## src/rtl/fp32_pkg.sv

```systemverilog
// Shared FP32 definitions used by the operand packer, the MAC and the UART TX path.
package fp32_pkg;

    localparam int FP32_W = 32;
    localparam int BYTE_W = 8;

    typedef logic [FP32_W-1:0] fp32_t;

    typedef enum logic {
        FILL = 1'b0,
        FULL = 1'b1
    } pack_state_t;

endpackage

```

## src/rtl/fp32_operand_packer_if.sv

```systemverilog
// Byte-in / frame-out handshake bundle of the FP32 operand packer.
interface fp32_operand_packer_if #(
    parameter int NUM_WORDS = 3
);
    import fp32_pkg::*;

    logic                          BYTE_VALID_I;
    logic [BYTE_W-1:0]             BYTE_DATA_I;
    logic                          BYTE_READY_O;
    logic                          PACK_VALID_O;
    logic                          PACK_READY_I;
    logic [FP32_W*NUM_WORDS-1:0]   PACK_DATA_O;
    logic                          FRAME_DROP_O;

    modport slave (
        input  BYTE_VALID_I, BYTE_DATA_I, PACK_READY_I,
        output BYTE_READY_O, PACK_VALID_O, PACK_DATA_O, FRAME_DROP_O
    );

    modport master (
        output BYTE_VALID_I, BYTE_DATA_I, PACK_READY_I,
        input  BYTE_READY_O, PACK_VALID_O, PACK_DATA_O, FRAME_DROP_O
    );

endinterface

```

## src/rtl/fp32_operand_packer.sv

```systemverilog
// Packs a little-endian byte stream into NUM_WORDS x 32-bit operand frames for the FP32 MAC.
// Optional partial-frame idle timeout enabled by defining FP32_PACK_TIMEOUT_EN.
module fp32_operand_packer
    import fp32_pkg::*;
#(
    parameter int NUM_WORDS = 3
`ifdef FP32_PACK_TIMEOUT_EN
   ,parameter int TIMEOUT_CYCLES = 104160
`endif
) (
    input  logic                 CLK_I,
    input  logic                 RSTL_I,
    fp32_operand_packer_if.slave bus
);

    localparam int NUM_BYTES = (FP32_W / BYTE_W) * NUM_WORDS;
    localparam int FRAME_W   = FP32_W * NUM_WORDS;
    localparam int CNT_W     = $clog2(NUM_BYTES);
    localparam logic [CNT_W-1:0] LAST_BYTE = CNT_W'(NUM_BYTES - 1);

    pack_state_t          state_q, state_d;
    logic [CNT_W-1:0]     cnt_q,   cnt_d;
    logic [FRAME_W-1:0]   data_q,  data_d;
    logic                 byte_acc;
    logic                 timeout_hit;

    assign byte_acc = bus.BYTE_VALID_I && (state_q == FILL);

    always_comb begin
        state_d = state_q;
        cnt_d   = cnt_q;
        data_d  = data_q;
        case (state_q)
            FILL: begin
                if (byte_acc) begin
                    data_d[{cnt_q, 3'b000} +: BYTE_W] = bus.BYTE_DATA_I;
                    if (cnt_q == LAST_BYTE) begin
                        state_d = FULL;
                        cnt_d   = '0;
                    end else begin
                        cnt_d   = cnt_q + CNT_W'(1);
                    end
                end else if (timeout_hit) begin
                    cnt_d = '0;
                end
            end
            FULL: begin
                // Frame is held untouched until the MAC takes it.
                if (bus.PACK_READY_I) begin
                    state_d = FILL;
                end
            end
            default: state_d = FILL;
        endcase
    end

    always_ff @(posedge CLK_I or negedge RSTL_I) begin
        if (!RSTL_I) begin
            state_q <= FILL;
            cnt_q   <= '0;
            data_q  <= '0;
        end else begin
            state_q <= state_d;
            cnt_q   <= cnt_d;
            data_q  <= data_d;
        end
    end

    assign bus.BYTE_READY_O = (state_q == FILL);
    assign bus.PACK_VALID_O = (state_q == FULL);
    assign bus.PACK_DATA_O  = data_q;

`ifdef FP32_PACK_TIMEOUT_EN
    localparam int IDLE_W = $clog2(TIMEOUT_CYCLES + 1);
    localparam logic [IDLE_W-1:0] IDLE_LAST = IDLE_W'(TIMEOUT_CYCLES - 1);

    logic [IDLE_W-1:0] idle_q, idle_d;
    logic              drop_q;
    logic              idle_run;

    // A byte accepted in the expiry cycle suppresses the drop.
    assign idle_run    = (state_q == FILL) && (cnt_q != '0) && !byte_acc;
    assign timeout_hit = idle_run && (idle_q == IDLE_LAST);

    always_comb begin
        idle_d = '0;
        if (idle_run && !timeout_hit) begin
            idle_d = idle_q + IDLE_W'(1);
        end
    end

    always_ff @(posedge CLK_I or negedge RSTL_I) begin
        if (!RSTL_I) begin
            idle_q <= '0;
            drop_q <= 1'b0;
        end else begin
            idle_q <= idle_d;
            drop_q <= timeout_hit;
        end
    end

    assign bus.FRAME_DROP_O = drop_q;
`else
    assign timeout_hit      = 1'b0;
    assign bus.FRAME_DROP_O = 1'b0;
`endif

endmodule

```

## src/flat_wrapper.sv

```systemverilog
// flat-port wrapper written by rule: the top's interface ports become plain ports
module fp32_operand_packer_flat import fp32_pkg::*;
#(
    parameter int NUM_WORDS = 3

)
  (CLK_I, RSTL_I, bus_BYTE_VALID_I, bus_BYTE_DATA_I, bus_PACK_READY_I, bus_BYTE_READY_O, bus_PACK_VALID_O, bus_PACK_DATA_O, bus_FRAME_DROP_O);
  fp32_operand_packer_if #(.NUM_WORDS(NUM_WORDS)) bus_i ();
  input  logic CLK_I;
  input  logic RSTL_I;
  input wire logic [$bits(bus_i.BYTE_VALID_I)-1:0] bus_BYTE_VALID_I;
  input wire logic [$bits(bus_i.BYTE_DATA_I)-1:0] bus_BYTE_DATA_I;
  input wire logic [$bits(bus_i.PACK_READY_I)-1:0] bus_PACK_READY_I;
  output wire logic [$bits(bus_i.BYTE_READY_O)-1:0] bus_BYTE_READY_O;
  output wire logic [$bits(bus_i.PACK_VALID_O)-1:0] bus_PACK_VALID_O;
  output wire logic [$bits(bus_i.PACK_DATA_O)-1:0] bus_PACK_DATA_O;
  output wire logic [$bits(bus_i.FRAME_DROP_O)-1:0] bus_FRAME_DROP_O;
  assign bus_i.BYTE_VALID_I = bus_BYTE_VALID_I;
  assign bus_i.BYTE_DATA_I = bus_BYTE_DATA_I;
  assign bus_i.PACK_READY_I = bus_PACK_READY_I;
  assign bus_BYTE_READY_O = bus_i.BYTE_READY_O;
  assign bus_PACK_VALID_O = bus_i.PACK_VALID_O;
  assign bus_PACK_DATA_O = bus_i.PACK_DATA_O;
  assign bus_FRAME_DROP_O = bus_i.FRAME_DROP_O;
  fp32_operand_packer #(.NUM_WORDS(NUM_WORDS)) u_core (.CLK_I(CLK_I), .RSTL_I(RSTL_I), .bus(bus_i));
endmodule
```

## config.mk

```make
export PLATFORM = sky130hd
export DESIGN_NAME = fp32_operand_packer_flat
export DESIGN_NICKNAME = d
export VERILOG_FILES = /design/src/rtl/fp32_pkg.sv /design/src/rtl/fp32_operand_packer_if.sv /design/src/rtl/fp32_operand_packer.sv /design/src/flat_wrapper.sv
export SDC_FILE = /design/constraint.sdc
export NUM_CORES = 1
export LEC_CHECK = 0
export ABC_CLOCK_PERIOD_IN_PS = 7300
export CORE_MARGIN = 4
export CORE_UTILIZATION = 54
export CTS_BUF_LIST = sky130_fd_sc_hd__clkbuf_2
export CTS_CLUSTER_SIZE = 16
export DETAILED_ROUTE_END_ITERATION = 10
export MAX_ROUTING_LAYER = met4
export PLACE_DENSITY_LB_ADDON = 0.05
export SLEW_MARGIN = 0
export SYNTH_ARGS = -nofsm -noshare
export SYNTH_HDL_FRONTEND = slang
export SYNTH_SLANG_ARGS = --single-unit
```

## constraint.sdc

```tcl
create_clock -name CLK_I -period 7.3 [get_ports CLK_I]
set_input_delay 0.73 -clock CLK_I [delete_from_list [all_inputs] [get_ports CLK_I]]
set_output_delay 0.73 -clock CLK_I [all_outputs]
set_load 0.01 [all_outputs]
```

After elaboration in Yosys (flattened, before gate mapping) --
Cells that the tools add are included.
Word-level totals: bits in registers 101, bits of input ports 12, word-level logic and storage cells 17
Operators by class: add/subtract/negate cells 2, equality and inequality tests 1, shift operators 2, multiplexer cells 6, bitwise logic cells 1, reduce and logical (&&, ||, !) cells 2
Operators by type and width (count):
- $bwmux 96 | 1
- $shift 8x9->96 const A | 1
- $shiftx 8x9->96 | 1
- $neg 7->9 | 1
- $add 4x1->4 const B | 1
- $eq 4x4->1 const B | 1
- $mux 4 | 1
- $mux 1 | 3
- $pmux 1 s2 | 1
- $reduce_and 2->1 | 1
- $logic_and 1x1->1 | 1
- $not 1->1 | 1

Depth between registers and ports, before layout --
Gate-level depths: netlist of the first run.
depth in word-level cells 4, gate-level depth with buffers 9, depth with buffers taken out 6

Worst setup path before layout of the first run --
Ideal clock, no wire load.
path type register to register, start register u_core.cnt_q[0], end register u_core.data_q[10], in the netlist u_core.bus.PACK_DATA_O[10], setup time 0.125 ns, arrival 2.523 ns, required time 7.175 ns, slack 4.653 ns, stages on the path, launching flop included 10, buffers on the path 3, clock period less this slack 2.647 ns, cell sequence dfrtp_1 clkbuf_1 inv_1 ha_1 buf_2 or2_2 o32a_1 or2_2 clkbuf_1 mux2_2
Between the ends: word-level cells in the longest chain between the ends 3
RTL lines:
- from (decl) | line fp32_operand_packer.sv:22 | logic [CNT_W-1:0] cnt_q, cnt_d;
- from (signal assigned) | line fp32_operand_packer.sv:64 | cnt_q <= cnt_d;
- $neg 7->9 (*) | line fp32_operand_packer.sv:36 | data_d[{cnt_q, 3'b000} +: BYTE_W] = bus.BYTE_DATA_I;
- $shiftx 8x9->96 or $shift 8x9->96 (tied branches) | line fp32_operand_packer.sv:36
- $bwmux 96 (*) | line fp32_operand_packer.sv:36
- to (signal assigned) | line fp32_operand_packer.sv:65 | data_q <= data_d;
- to (decl) | line fp32_operand_packer.sv:23 | logic [FRAME_W-1:0] data_q, data_d;
Every way passes the cells marked *; elsewhere a longest branch is shown, timed or not. A chain may end at the register's enable or synchronous reset.

Final worst setup path of the first run --
start register u_core.cnt_q[0], end register u_core.data_q[14], in the netlist u_core.bus.PACK_DATA_O[14]
Same word-level chain as after synthesis.

==> results of run 1 <==
## cell families after synthesis
kind of cell               after synthesis  synth area share
DFF                                    101            0.5939
muxes                                   79            0.2038
AOI/OAI and AO/OA                       54           0.08733
and+or+nand+nor                         53           0.06527
buffers and inverters                   38           0.03499
adders and majority gates                4           0.01176
other                                    1         0.0008812
xor gates and xnor gates                 1          0.002059
## power by group through the flow
stage	registers, mW	logic [mW]	clock network (mW)
6_report	0.955	1.20	0.244
3_5_place_dp	0.967	1.21	0
3_3_place_gp	0.956	1.18	0
2_1_floorplan	1.04	0.516	0
5_1_grt	0.988	1.30	0.274
4_1_cts	0.957	1.21	0.251
## layout make-up
class,instances,area [um^2],area share
sequential,101,2527,0.4568
multi-input combinational,192,1587,0.2867
timing repair buffer,111,1104,0.1995
tap,102,127.6,0.02307
inverter,23,86.33,0.01560
clock inverter,7,56.30,0.01018
clock buffer,9,45.04,0.008141
## cells in the mapped netlist, drive strengths merged
master	instances	share of area
or4b	1	0.0024
a21oi	4	0.0065
and2	1	0.0015
o31ai	8	0.014
o21bai	1	0.0018
a2111oi	1	0.0065
ha	4	0.012
a21o	1	0.0018
nand4bb	1	0.0026
nor2	3	0.0026
o22ai	2	0.0029
a31o	1	0.0021
inv	23	0.020
nand2	20	0.018
nand2b	4	0.0059
a211oi	1	0.0029
o311ai	1	0.0021
o21ai	31	0.036
clkbuf	12	0.011
nor2b	2	0.0029
buf	3	0.0041
nand3	6	0.0071
and3	7	0.010
conb	1	0.00088
mux2i	18	0.042
o32a	1	0.0024
or3	1	0.0015
dfrtp	101	0.59
xnor2	1	0.0021
a221oi	1	0.0062
or2	3	0.0044
nor3b	1	0.0029
mux2	61	0.16
o21a	1	0.0018
nor3	3	0.0035
## metrics by stage
step	setup WS (ps)	power [mW]
floorplan	4653	1.552
global placement	4326	2.138
detailed placement	4277	2.177
CTS	4248	2.422
global route	4066	2.561
finish	4221	2.401
## placed cells by master (no fill, tap or decap), types with 3 or more instances in the layout
cell type                         count
sky130_fd_sc_hd__o21ai_0             31
sky130_fd_sc_hd__clkdlybuf4s50_1    108
sky130_fd_sc_hd__and3_1               7
sky130_fd_sc_hd__ha_1                 4
sky130_fd_sc_hd__buf_4                3
sky130_fd_sc_hd__nand2_1             20
sky130_fd_sc_hd__mux2_2              61
sky130_fd_sc_hd__nor3_1               3
sky130_fd_sc_hd__inv_1               23
sky130_fd_sc_hd__clkbuf_2             9
sky130_fd_sc_hd__o31ai_1              8
sky130_fd_sc_hd__mux2i_1             18
sky130_fd_sc_hd__nand3_1              6
sky130_fd_sc_hd__nand2b_1             4
sky130_fd_sc_hd__nor2_1               3
sky130_fd_sc_hd__or2_2                3
sky130_fd_sc_hd__dfrtp_1            101
## how the worst max path moves through the flow
stage                     start                    endpoint  slack (ps)  cells past startpoint
2_1_floorplan   u_core.cnt_q[0]  u_core.bus.PACK_DATA_O[10]        4650                      9
4_1_cts         u_core.cnt_q[0]   u_core.bus.PACK_DATA_O[9]        4250                      6
3_5_place_dp    u_core.cnt_q[0]   u_core.bus.PACK_DATA_O[9]        4280                      6
5_1_grt         u_core.cnt_q[0]  u_core.bus.PACK_DATA_O[10]        4070                      6
3_3_place_gp   bus_BYTE_VALID_I   u_core.bus.PACK_DATA_O[1]        4330                      5
6_report        u_core.cnt_q[0]  u_core.bus.PACK_DATA_O[14]        4220                      6
## registers in the layout, indices dropped and copies added, names as in the netlist
| register | count |
|---|---|
| u_core.cnt_q | 4 |
| u_core.bus.PACK_DATA_O | 96 |
| u_core.bus.PACK_VALID_O | 1 |
## critical path: cells and delay by family, from the launching register on
family | cells | cell delay, ps
mux | 1 | 300
fa+ha+maj | 1 | 370
compound gates | 1 | 580
simple gates | 2 | 860
flops | 1 | 730
buf+inv | 1 | 150
## routing by layer
metal	global-route usage	vias to the layer above	part of all wire
met5	-	-	0
met3	0.05840	12	0.066
li1	-	1370	-
met2	0.3567	97	0.49
met4	0.05940	0	0.0091
met1	0.3084	1488	0.44
==> results.txt, run 1 <==
- The run finished with clean final reports.
* Unique masters post-synth: 37
- Slew at the pin closest to its max-slew limit: 862.2 ps
- Most frequent cell on the critical path: sky130_fd_sc_hd__or2_2
* Overall die height: 96.77 um
* Reg-to-Reg End: u_core.bus.PACK_DATA_O[14]
- The number of hold violations in the final report is 0.
- Sinks on Clock Net: 101
- Setup repair after global routing left no endpoint under its margin.
* Die area: 0.009364 mm^2
- Worst reg2reg path depth: 6
- At the worst endpoint, the required time is 7790 ps.
- The initial utilization of the core area, before any placement, comes to 0.5535.
- Clock Tree Root: sky130_fd_sc_hd__clkbuf_2
- Via/cell ratio: 5.444
* Final core utilization: 0.7197
* Post-route antenna net violation count: 0
* Filler Cell Count: 567
* Clock tree from TritonCTS: done
- Post-CTS timing repair inserted 0 buffers for setup.
- For this run, design rule violations remaining after detail routing come to 0.
- The final layout contains routed wiring with a total length of 10180 um.
- In this run the worst path has a maximum fanout of 27.
* Total count of max-transition violations in the final report: 0
* Instance count after placement with tap cells included: 529
* Top-level port count: 111
- Cell chain of the critical path: inv_1 > ha_1 > or2_2 > o32a_1 > or2_2 > mux2_2
- Count of routing violations after the opening detailed-route iteration: 128
- Power share of the combinational group: 0.501
- The tool flagged a number of max-cap violations equal to 0.
- The congestion estimate from routability-driven global placement came to 0.8809.
* Highest ir drop seen on vdd: 0.2341 mV
- Crit Reg-Reg Startpoint: u_core.cnt_q[0]
* Mean routed wirelength per cell: 18.67 um
- Of the available clock period, the critical path in the final layout requires 0.4218.
- Max transition margin: 0.4245
* Area of the core: 0.007687 mm^2
- Gates resized, CTS repair: 0
* Kind of critical path: reg2reg
* Int Pwr: 1.490 mW
- Summing over every cut layer, the via total after detailed routing is 2967.
- Aggregate negative setup slack: 0 ps
* Skew final: 23.56 ps
- Net Count, Synth: 347
- After technology mapping, the gate count stands at 331.
- Initial antenna violation count: 0
- Layout cell share with drive strength beyond 1: 0.2054
- Insertion delay of the later-clocked pin in the worst-skew pair: 580 ps
* Wire length of the first global-routing pass: 16750 um
- Number of nets in the layout: 454
- Cell area after layout: 0.005533 mm^2
* Sw Ratio: 0.3794
* H-tree level count: 3
* # hold bufs at CTS: 0
* Cell Area, Placed: 0.005431 mm^2
- Final instance count without filler cells: 545
* Critical path endpoint category: flip-flop
* Flops & latches, synth: 101
- Final Setup Violations: 0
- A synthesized cell averages 12.86 um^2.
- The largest single stage delay on the critical path is 730 ps.
- DR pass1 iterations: 4
- Largest net degree at the start of global routing: 56
* Diodes inserted: 0
* Leakage power total: 2.557 nW
- For this run, the top clock speed supported by timing is 324.8 MHz.
* Ys Warns: 0
- DP HPWL: 7229 um
* Cell Rows: 32
- Startpoint type of the worst setup path: flip-flop
* Layout overhead on the synthesized area: 30.02%
- STA puts the critical path data arrival time at 3570 ps.
- The count of buffers added on input and output ports is 109.
* Part of the total power dissipated in the clock network: 0.101
* Die width: 96.77 um
- Hold is met by 108.6 ps.
- In the global route stage, overall resource usage came out at 0.2308.
* Vias in the first global route: 3112
- Clock-pin slew was measured on the worst setup and hold paths at 290 ps.
- Buffers inserted during clock tree synthesis total 9.
- Setup slack on the worst reg-to-reg path comes out at 4220 ps.
- Remaining global-route overflow: 0
- The worst path in the final design needs a cycle of 3079 ps, including I/O delays and setup.
* Buffers from clock root to sink, at most: 2
* Power per cell area: 434.0 mW/mm^2
- Net switching power figure: 911.2 uW
* Sequential-to-total area share from yosys stat: 0.5939
* Critical path's slowest cell: sky130_fd_sc_hd__dfrtp_1
* Path type of the worst min-delay path: in2async
* Portion of total power attributed to sequential cells: 0.398
- Syn Std Cell Area: 0.004255 mm^2
Power figures use the tool's default switching activity.
==> run 2, diff against run 1 <==
--- a/config.mk
+++ b/config.mk
@@ -5,9 +5,9 @@
 export SDC_FILE = /design/constraint.sdc
 export NUM_CORES = 1
 export LEC_CHECK = 0
-export ABC_CLOCK_PERIOD_IN_PS = 7300
+export ABC_CLOCK_PERIOD_IN_PS = 3050
 export CORE_MARGIN = 4
-export CORE_UTILIZATION = 54
+export CORE_UTILIZATION = 50
 export CTS_BUF_LIST = sky130_fd_sc_hd__clkbuf_2
 export CTS_CLUSTER_SIZE = 16
 export DETAILED_ROUTE_END_ITERATION = 10
==> constraint.sdc (replaced) <==
create_clock -name CLK_I -period 3.05 [get_ports CLK_I]
set_input_delay 0.305 -clock CLK_I [delete_from_list [all_inputs] [get_ports CLK_I]]
set_output_delay 0.305 -clock CLK_I [all_outputs]
set_load 0.01 [all_outputs]
==> run 2 against run 1 <==
  * Utilization fell by 4.3 points
  * Setup slack got worse by 3800 ps
  * Via count rose by 0.10%
  * Highest routed layer unchanged
  * Global-route usage decreased by 0.89 points
  * Combinational power is 150% higher
  * Largest cell class unchanged
  * Clock power up 120%
  * Critical path depth stayed put
  * Cell area rose by 1.0%
  * Clock-buffer cell count stayed put
  * Sequential share of layout area shrank 0.46 points
  * Sequential power grew 140%
==> results.txt, run 2 (same netlist as run 1, synthesis figures left out) <==
- Run status: finished, final reports clean (unchanged)
* Final min period: 2639 ps (was 3079 ps)
- Initial core utilization: 0.5153 (was 0.5535)
- The period utilization was 0.8653 (was 0.4218).
* Cell family with most CP delay: compound AO/OA/AOI/OAI gates (was simple AND/OR/NAND/NOR gates)
- Cell chain of the critical path: inv_1 > ha_1 > inv_1 > and2_1 > a2111oi_4 > mux2_2 (was inv_1 > ha_1 > or2_2 > o32a_1 > or2_2 > mux2_2).
- Final instance count without filler cells: 554 (was 545)
- H-tree level count: 3 (unchanged)
- DR pass1 iterations: 4 (unchanged)
- The global placer's final weighted congestion was 0.9689 (was 0.8809).
* Crit. path cell count: 6 (unchanged)
* DP HPWL: 7339 um (was 7229 um)
* Critical path's slowest cell: sky130_fd_sc_hd__a2111oi_4 (was sky130_fd_sc_hd__dfrtp_1)
- The worst-case register-to-register setup slack came to 410 ps (was 4220 ps).
* Buffers from clock root to sink, at most: 2 (unchanged)
- Remaining global-route overflow: 0 (unchanged)
- The leakage power total is 2.585 nW (was 2.557 nW).
- The arrival time reported for the critical path endpoint came to 3100 ps (was 3570 ps).
* Clock buffers created by TritonCTS: 9 (unchanged)
- The count of nets after finishing is 460 (was 454).
- Total count of max-transition violations in the final report: 0 (unchanged)
- The startpoint kind of the worst setup timing path is a flip-flop (unchanged).
- The via total after detailed routing was 2970 (was 2967).
* Largest net degree at the start of global routing: 63 (was 56)
- The required time of the critical path was 3510 ps (was 7790 ps).
- Crit Reg-Reg Startpoint: u_core.cnt_q[1] (was u_core.cnt_q[0])
* Die width: 100.3 um (was 96.77 um)
* Most frequent cell on the critical path: sky130_fd_sc_hd__inv_1 (was sky130_fd_sc_hd__or2_2)
- Clock tree from TritonCTS: done (unchanged)
- The die span in y was 100.3 um (was 96.77 um).
* Critical path endpoint: u_core.bus.PACK_DATA_O[65] (was u_core.bus.PACK_DATA_O[14])
- The final setup skew was 22.24 ps (was 23.56 ps).
- The site row count was 33 (was 32).
* Critical path endpoint category: flip-flop (unchanged)
- The count of hold buffers inserted by post-cts repair is 1 (was 0).
* Critical-path maximum fanout: 10 (was 27)
* Diodes inserted: 0 (unchanged)
* Unrepaired setup endpoints after global routing: no (unchanged)
- The number of antenna violations at the first check in global routing is 0 (unchanged).
- The worst-case vdd ir drop was 0.4848 mV (was 0.2341 mV).
* Instance count after placement with tap cells included: 537 (was 529)
- The number of flip-flops in the largest register came to 96 (unchanged).
* Start point of the critical path: u_core.cnt_q[1] (was u_core.cnt_q[0])
- Achievable clock frequency: 378.9 MHz (was 324.8 MHz)
- Post-CTS clock slew at the launch and capture registers of the worst setup and hold paths: 260 ps (was 290 ps)
- Number of endpoints with negative hold slack in the final report: 0 (unchanged)
* Clock Tree Root: sky130_fd_sc_hd__clkbuf_2 (unchanged)
- The ratio of total power to cell area came to 1031 mW/mm^2 (was 434.0 mW/mm^2).
- Gates resized, CTS repair: 0 (unchanged)
- The worst slew margin relative to its limit was 0.4647 (was 0.4245).
* Max incr delay on CP: 660 ps (was 730 ps)
* Sinks on Clock Net: 101 (unchanged)
* Path type of the worst min-delay path: in2reg (was in2async)
- Wire length of the first global-routing pass: 16660 um (was 16750 um)
- The post-detailed-route count of antenna-violating nets is 0 (unchanged).
* Slew at the pin closest to its max-slew limit: 803.0 ps (was 862.2 ps)
- The clock latency reported for the late side of the worst-skew pair was 540 ps (was 580 ps).
* Remaining design rule violation count: 0 (unchanged)
- Final Setup Violations: 0 (unchanged)
* Count of routing violations after the opening detailed-route iteration: 105 (was 128)
* Layout cell share with drive strength beyond 1: 0.2138 (was 0.2054)
- Kind of critical path: reg2reg (unchanged)
- Number of maximum-capacitance violations: 0 (unchanged)
- Die area: 0.01005 mm^2 (was 0.009364 mm^2)
* Vias in the first global route: 3163 (was 3112)
- Detailed-route wire length: 10200 um (was 10180 um)
- Mean routed wirelength per cell: 18.41 um (was 18.67 um)
- The post-CTS setup repair buffer count was 0 (unchanged).
- Layout overhead on the synthesized area: 31.34% (was 30.02%)
- The number of cells on the worst reg-to-reg path is 6 (unchanged).
* Most used cells in the layout excluding fill and tap cells: 108 x sky130_fd_sc_hd__clkdlybuf4s50_1, 101 x sky130_fd_sc_hd__dfrtp_1, 61 x sky130_fd_sc_hd__mux2_2 (unchanged)
* Area of the core: 0.008258 mm^2 (was 0.007687 mm^2)
* Reg-to-Reg End: u_core.bus.PACK_DATA_O[65] (was u_core.bus.PACK_DATA_O[14])
- The detail-routed via count per cell came to 5.361 (was 5.444).
- PortBufs: 109 (unchanged)
- The sum of buffers and inverters on the critical path came to 2 (was 1).
- The number of filler cells placed in the layout was 648 (was 567).
- Global-route usage over all layers: 0.2219 (was 0.2308)
- The most common cell after layout, fill and taps aside is sky130_fd_sc_hd__clkdlybuf4s50_1 (unchanged).
- Top-level port count: 111 (unchanged)
* Power after layout: 5.764 mW (was 2.401 mW)
- Aggregate negative setup slack: 0 ps (unchanged)
==> run 2: metrics by stage <==
step / hold WS (ps) / setup WS (ps) / utilization / instance area [um^2]
after floorplan: 9.409 / 402.8 / - / 4255
after global placement: 441.1 / 486.8 / 0.6642 / 5485
after detailed placement: 445.2 / 431.1 / 0.6642 / 5485
after CTS: 276.6 / 410.2 / 0.6768 / 5589
after global routing: 252.4 / 251.8 / 0.6768 / 5589
final: 301.6 / 410.8 / 0.6768 / 5589
==> run 2: how the worst min path moves through the flow <==
stage                startpoint                          to  slack (ps)  depth (start not counted)
6_report       bus_PACK_READY_I     u_core.bus.PACK_VALID_O         300                          2
5_1_grt        bus_PACK_READY_I     u_core.bus.PACK_VALID_O         250                          2
4_1_cts        bus_PACK_READY_I     u_core.bus.PACK_VALID_O         280                          2
3_5_place_dp             RSTL_I  u_core.bus.PACK_DATA_O[91]         450                          1
3_3_place_gp             RSTL_I  u_core.bus.PACK_DATA_O[88]         440                          1
2_1_floorplan            RSTL_I   u_core.bus.PACK_DATA_O[0]           9                          0
==> run 2: layer usage <==
metal / vias up / global-route usage / routed length, um
met5: - / - / 0
met2: 99 / 0.3471 / 4976
met3: 10 / 0.06880 / 727
met1: 1488 / 0.2867 / 4383
li1: 1373 / - / -
met4: 0 / 0.04870 / 113
==> run 2: area by class of cell <==
| cell class | count | area, um^2 | share of cell area |
|---|---|---|---|
| Tap cell | 105 | 131.4 | 0.02351 |
| Clock buffer | 9 | 45.04 | 0.008059 |
| Sequential cell | 101 | 2527 | 0.4522 |
| Timing Repair Buffer | 117 | 1164 | 0.2082 |
| Multi-Input combinational cell | 192 | 1587 | 0.2839 |
| Inverter | 23 | 86.33 | 0.01545 |
| Clock inverter | 7 | 48.80 | 0.008731 |
==> run 2: power by group <==
group / switching (mW) / leakage [nW] / internal (mW)
combinational: 1.36 / 1.25 / 1.59
sequential: 0.367 / 1.28 / 1.90
clock: 0.439 / 0.0524 / 0.108
==> run 3, diff against run 2 <==
--- a/config.mk
+++ b/config.mk
@@ -6,7 +6,6 @@
 export NUM_CORES = 1
 export LEC_CHECK = 0
 export ABC_CLOCK_PERIOD_IN_PS = 3050
-export CORE_MARGIN = 4
 export CORE_UTILIZATION = 50
 export CTS_BUF_LIST = sky130_fd_sc_hd__clkbuf_2
 export CTS_CLUSTER_SIZE = 16
==> run 3 against run 2 <==
  * Sequential power barely moved
  * Critical path depth did not move
  * Combinational power is essentially flat
  * Largest cell class unchanged
  * Total power up 1.4%
  * Clock-buffer cell count unchanged
  * Utilization grew 0.55 points
  * Largest power group unchanged
==> results.txt, run 3 (same netlist as run 1, synthesis figures left out) <==
- Run status: finished, final reports clean (unchanged).
- Wire length of the first global-routing pass: 15650 um (was 16660 um)
- The number of pins with negative max-slew slack in the final report was 0 (unchanged).
- The CTS tree is done (unchanged).
- The floorplan die area is 0.008884 mm^2 (was 0.01005 mm^2).
- Number of endpoints with negative hold slack in the final report: 0 (unchanged)
* Remaining global-route overflow: 0 (unchanged)
- Gates resized, CTS repair: 0 (unchanged)
* Buffer count from post-CTS setup fixing: 0 (unchanged)
* Worst-case register-to-register setup slack: 400 ps (was 410 ps)
* Unrepaired setup endpoints after global routing: no (unchanged)
- The count of non-filler cells in the finished layout is 553 (was 554).
- The total routed wirelength came to 10000 um (was 10200 um).
* Insertion delay of the later-clocked pin in the worst-skew pair: 570 ps (was 540 ps)
- The starting density of the core was 0.5179 (was 0.5153).
- Area of the core: 0.008217 mm^2 (was 0.008258 mm^2)
- # hold bufs at CTS: 1 (unchanged)
* Leakage power total: 2.587 nW (was 2.585 nW)
* Final Setup Violations: 0 (unchanged)
* Most used cells in the layout excluding fill and tap cells: 108 x sky130_fd_sc_hd__clkdlybuf4s50_1, 101 x sky130_fd_sc_hd__dfrtp_1, 61 x sky130_fd_sc_hd__mux2_2 (unchanged)
- The global placer's final weighted congestion is 0.8892 (was 0.9689).
- Mean routed wirelength per cell: 18.08 um (was 18.41 um)
- Max reg flops: 96 (unchanged)
- The worst-case vdd ir drop came to 0.5119 mV (was 0.4848 mV).
* Critical path endpoint category: flip-flop (unchanged)
- The final setup skew was 29.97 ps (was 22.24 ps).
- The maximum level of the CTS H-tree came to 3 (unchanged).
* Most frequent cell on the critical path: sky130_fd_sc_hd__inv_1 (unchanged)
- Cell Area, Placed: 0.005478 mm^2 (was 0.005485 mm^2)
- Power per cell area: 1042 mW/mm^2 (was 1031 mW/mm^2)
* Critical-path maximum fanout: 10 (unchanged)
* Sinks on Clock Net: 101 (unchanged)
- Cell area after layout: 0.005607 mm^2 (was 0.005589 mm^2)
- The root cell of the clock tree was sky130_fd_sc_hd__clkbuf_2 (unchanged).
- The detailed-router iteration count before antenna repair came to 4 (unchanged).
* Top-level port count: 111 (unchanged)
- PortBufs: 109 (unchanged)
* Vias post-DR: 2954 (was 2970)
- Cell chain of the critical path: inv_1 > ha_1 > inv_1 > and2_1 > a211oi_2 > mux2_2 (was inv_1 > ha_1 > inv_1 > and2_1 > a2111oi_4 > mux2_2)
- The period utilization is 0.8704 (was 0.8653).
- The iteration-0 DRC count of the detailed router is 102 (was 105).
- Global-route usage over all layers: 0.2488 (was 0.2219)
- The cell type of the slowest stage on the worst timing path is sky130_fd_sc_hd__a211oi_2 (was sky130_fd_sc_hd__a2111oi_4).
- Slew at the pin closest to its max-slew limit: 792.6 ps (was 803.0 ps)
- The class of the tightest hold or removal check is in2async (was in2reg).
* Max transition margin: 0.4678 (was 0.4647)
- Aggregate negative setup slack: 0 ps (unchanged)
- Initial antenna violation count: 0 (unchanged)
- The fraction of the core area covered by cells at the end of the flow came to 0.6824 (was 0.6768).
* Buffers from clock root to sink, at most: 2 (unchanged)
* Instance count after placement with tap cells included: 536 (was 537)
- Max incr delay on CP: 680 ps (was 660 ps)
- The number of buffers inserted during clock tree synthesis was 9 (unchanged).
- The detailed-route DRC error count is 0 (unchanged).
- Number of maximum-capacitance violations: 0 (unchanged)
- Die width: 94.26 um (was 100.3 um)
- The sum of net half-perimeters after detailed placement is 6831 um (was 7339 um).
* Req. time, crit path: 3530 ps (was 3510 ps)
- Startpoint type of the worst setup path: flip-flop (unchanged)
- The die span in y was 94.26 um (was 100.3 um).
- The maximum number of pins on one net before global-route repair was 59 (was 63).
- The most common cell after layout, fill and taps aside is sky130_fd_sc_hd__clkdlybuf4s50_1 (unchanged).
* Arrival time at the worst endpoint: 3140 ps (was 3100 ps)
- Layout overhead on the synthesized area: 31.76% (was 31.34%)
- Achievable clock frequency: 376.7 MHz (was 378.9 MHz)
- Vias in the first global route: 2896 (was 3163)
- Kind of critical path: reg2reg (unchanged)
* Via/cell ratio: 5.342 (was 5.361)
- The site row count was 33 (unchanged).
* Final min period: 2655 ps (was 2639 ps)
* Diodes inserted: 0 (unchanged)
* Post-CTS clock slew at the launch and capture registers of the worst setup and hold paths: 290 ps (was 260 ps)
- Post-route antenna net violation count: 0 (unchanged)
* Layout cell share with drive strength beyond 1: 0.2143 (was 0.2138)
* Number of nets in the layout: 459 (was 460)
run 3: cell count changes in the layout (fill, tap and decap cells not counted), sizes merged:
cell	change
inv	-1
clkinvlp	+1
buf	-1
clkinv	-1
bufinv	+1
run 3: layout make-up:
class | count | area [um^2]
timing repair buffer | 116 | 1156
sequential | 101 | 2527
clock inverter | 7 | 73.82
clock buffer | 9 | 45.04
multi-input combinational | 192 | 1587
inverter | 23 | 86.33
tap | 105 | 131.4
fill | 642 | 2610
run 3: final timing paths:
| check | cells after the start | to | start |
|---|---|---|---|
| min | 2 | u_core.bus.PACK_DATA_O[59] | RSTL_I |
| max in group asynchronous | 3 | u_core.bus.PACK_DATA_O[62] | RSTL_I |
| min reg2reg | 2 | u_core.bus.PACK_DATA_O[89] | u_core.bus.PACK_DATA_O[89] |
| min in group CLK_I | 2 | u_core.bus.PACK_VALID_O | bus_PACK_READY_I |
| max reg2reg | 6 | u_core.bus.PACK_DATA_O[54] | u_core.cnt_q[1] |
| max | 6 | u_core.bus.PACK_DATA_O[54] | u_core.cnt_q[1] |
run 3: layer usage:
layer,share of wire,global-route usage,vias to the layer above
li1,-,-,1370
met1,0.45,0.3339,1493
met2,0.47,0.3720,75
met3,0.050,0.04935,16
met4,0.022,0.1000,0
met5,0,-,-
run 3: power breakdown:
part	internal (mW)	switching [mW]
logic	1.59	1.35
registers	1.90	0.350
clock network	0.189	0.467
total	3.68	2.16
run 3: through the flow:
step                hold slack [ps]  total power [mW]  worst slack [ps]
CTS                           196.4             5.892             391.9
detailed placement            335.8             5.233             417.3
floorplan                     9.409             3.714             402.8
finish                        198.6             5.843             395.3
global route                  245.3             6.215             170.6
global placement              332.5             5.154             486.5
run 3: worst max-delay path: cells and delay by family, from the launching register on:
| kind | cells | cell delay [ps] |
|---|---|---|
| buf+inv | 2 | 320 |
| simple gates | 1 | 220 |
| flops | 1 | 540 |
| fa+ha+maj | 1 | 410 |
| mux | 1 | 410 |
| compound gates | 1 | 680 |
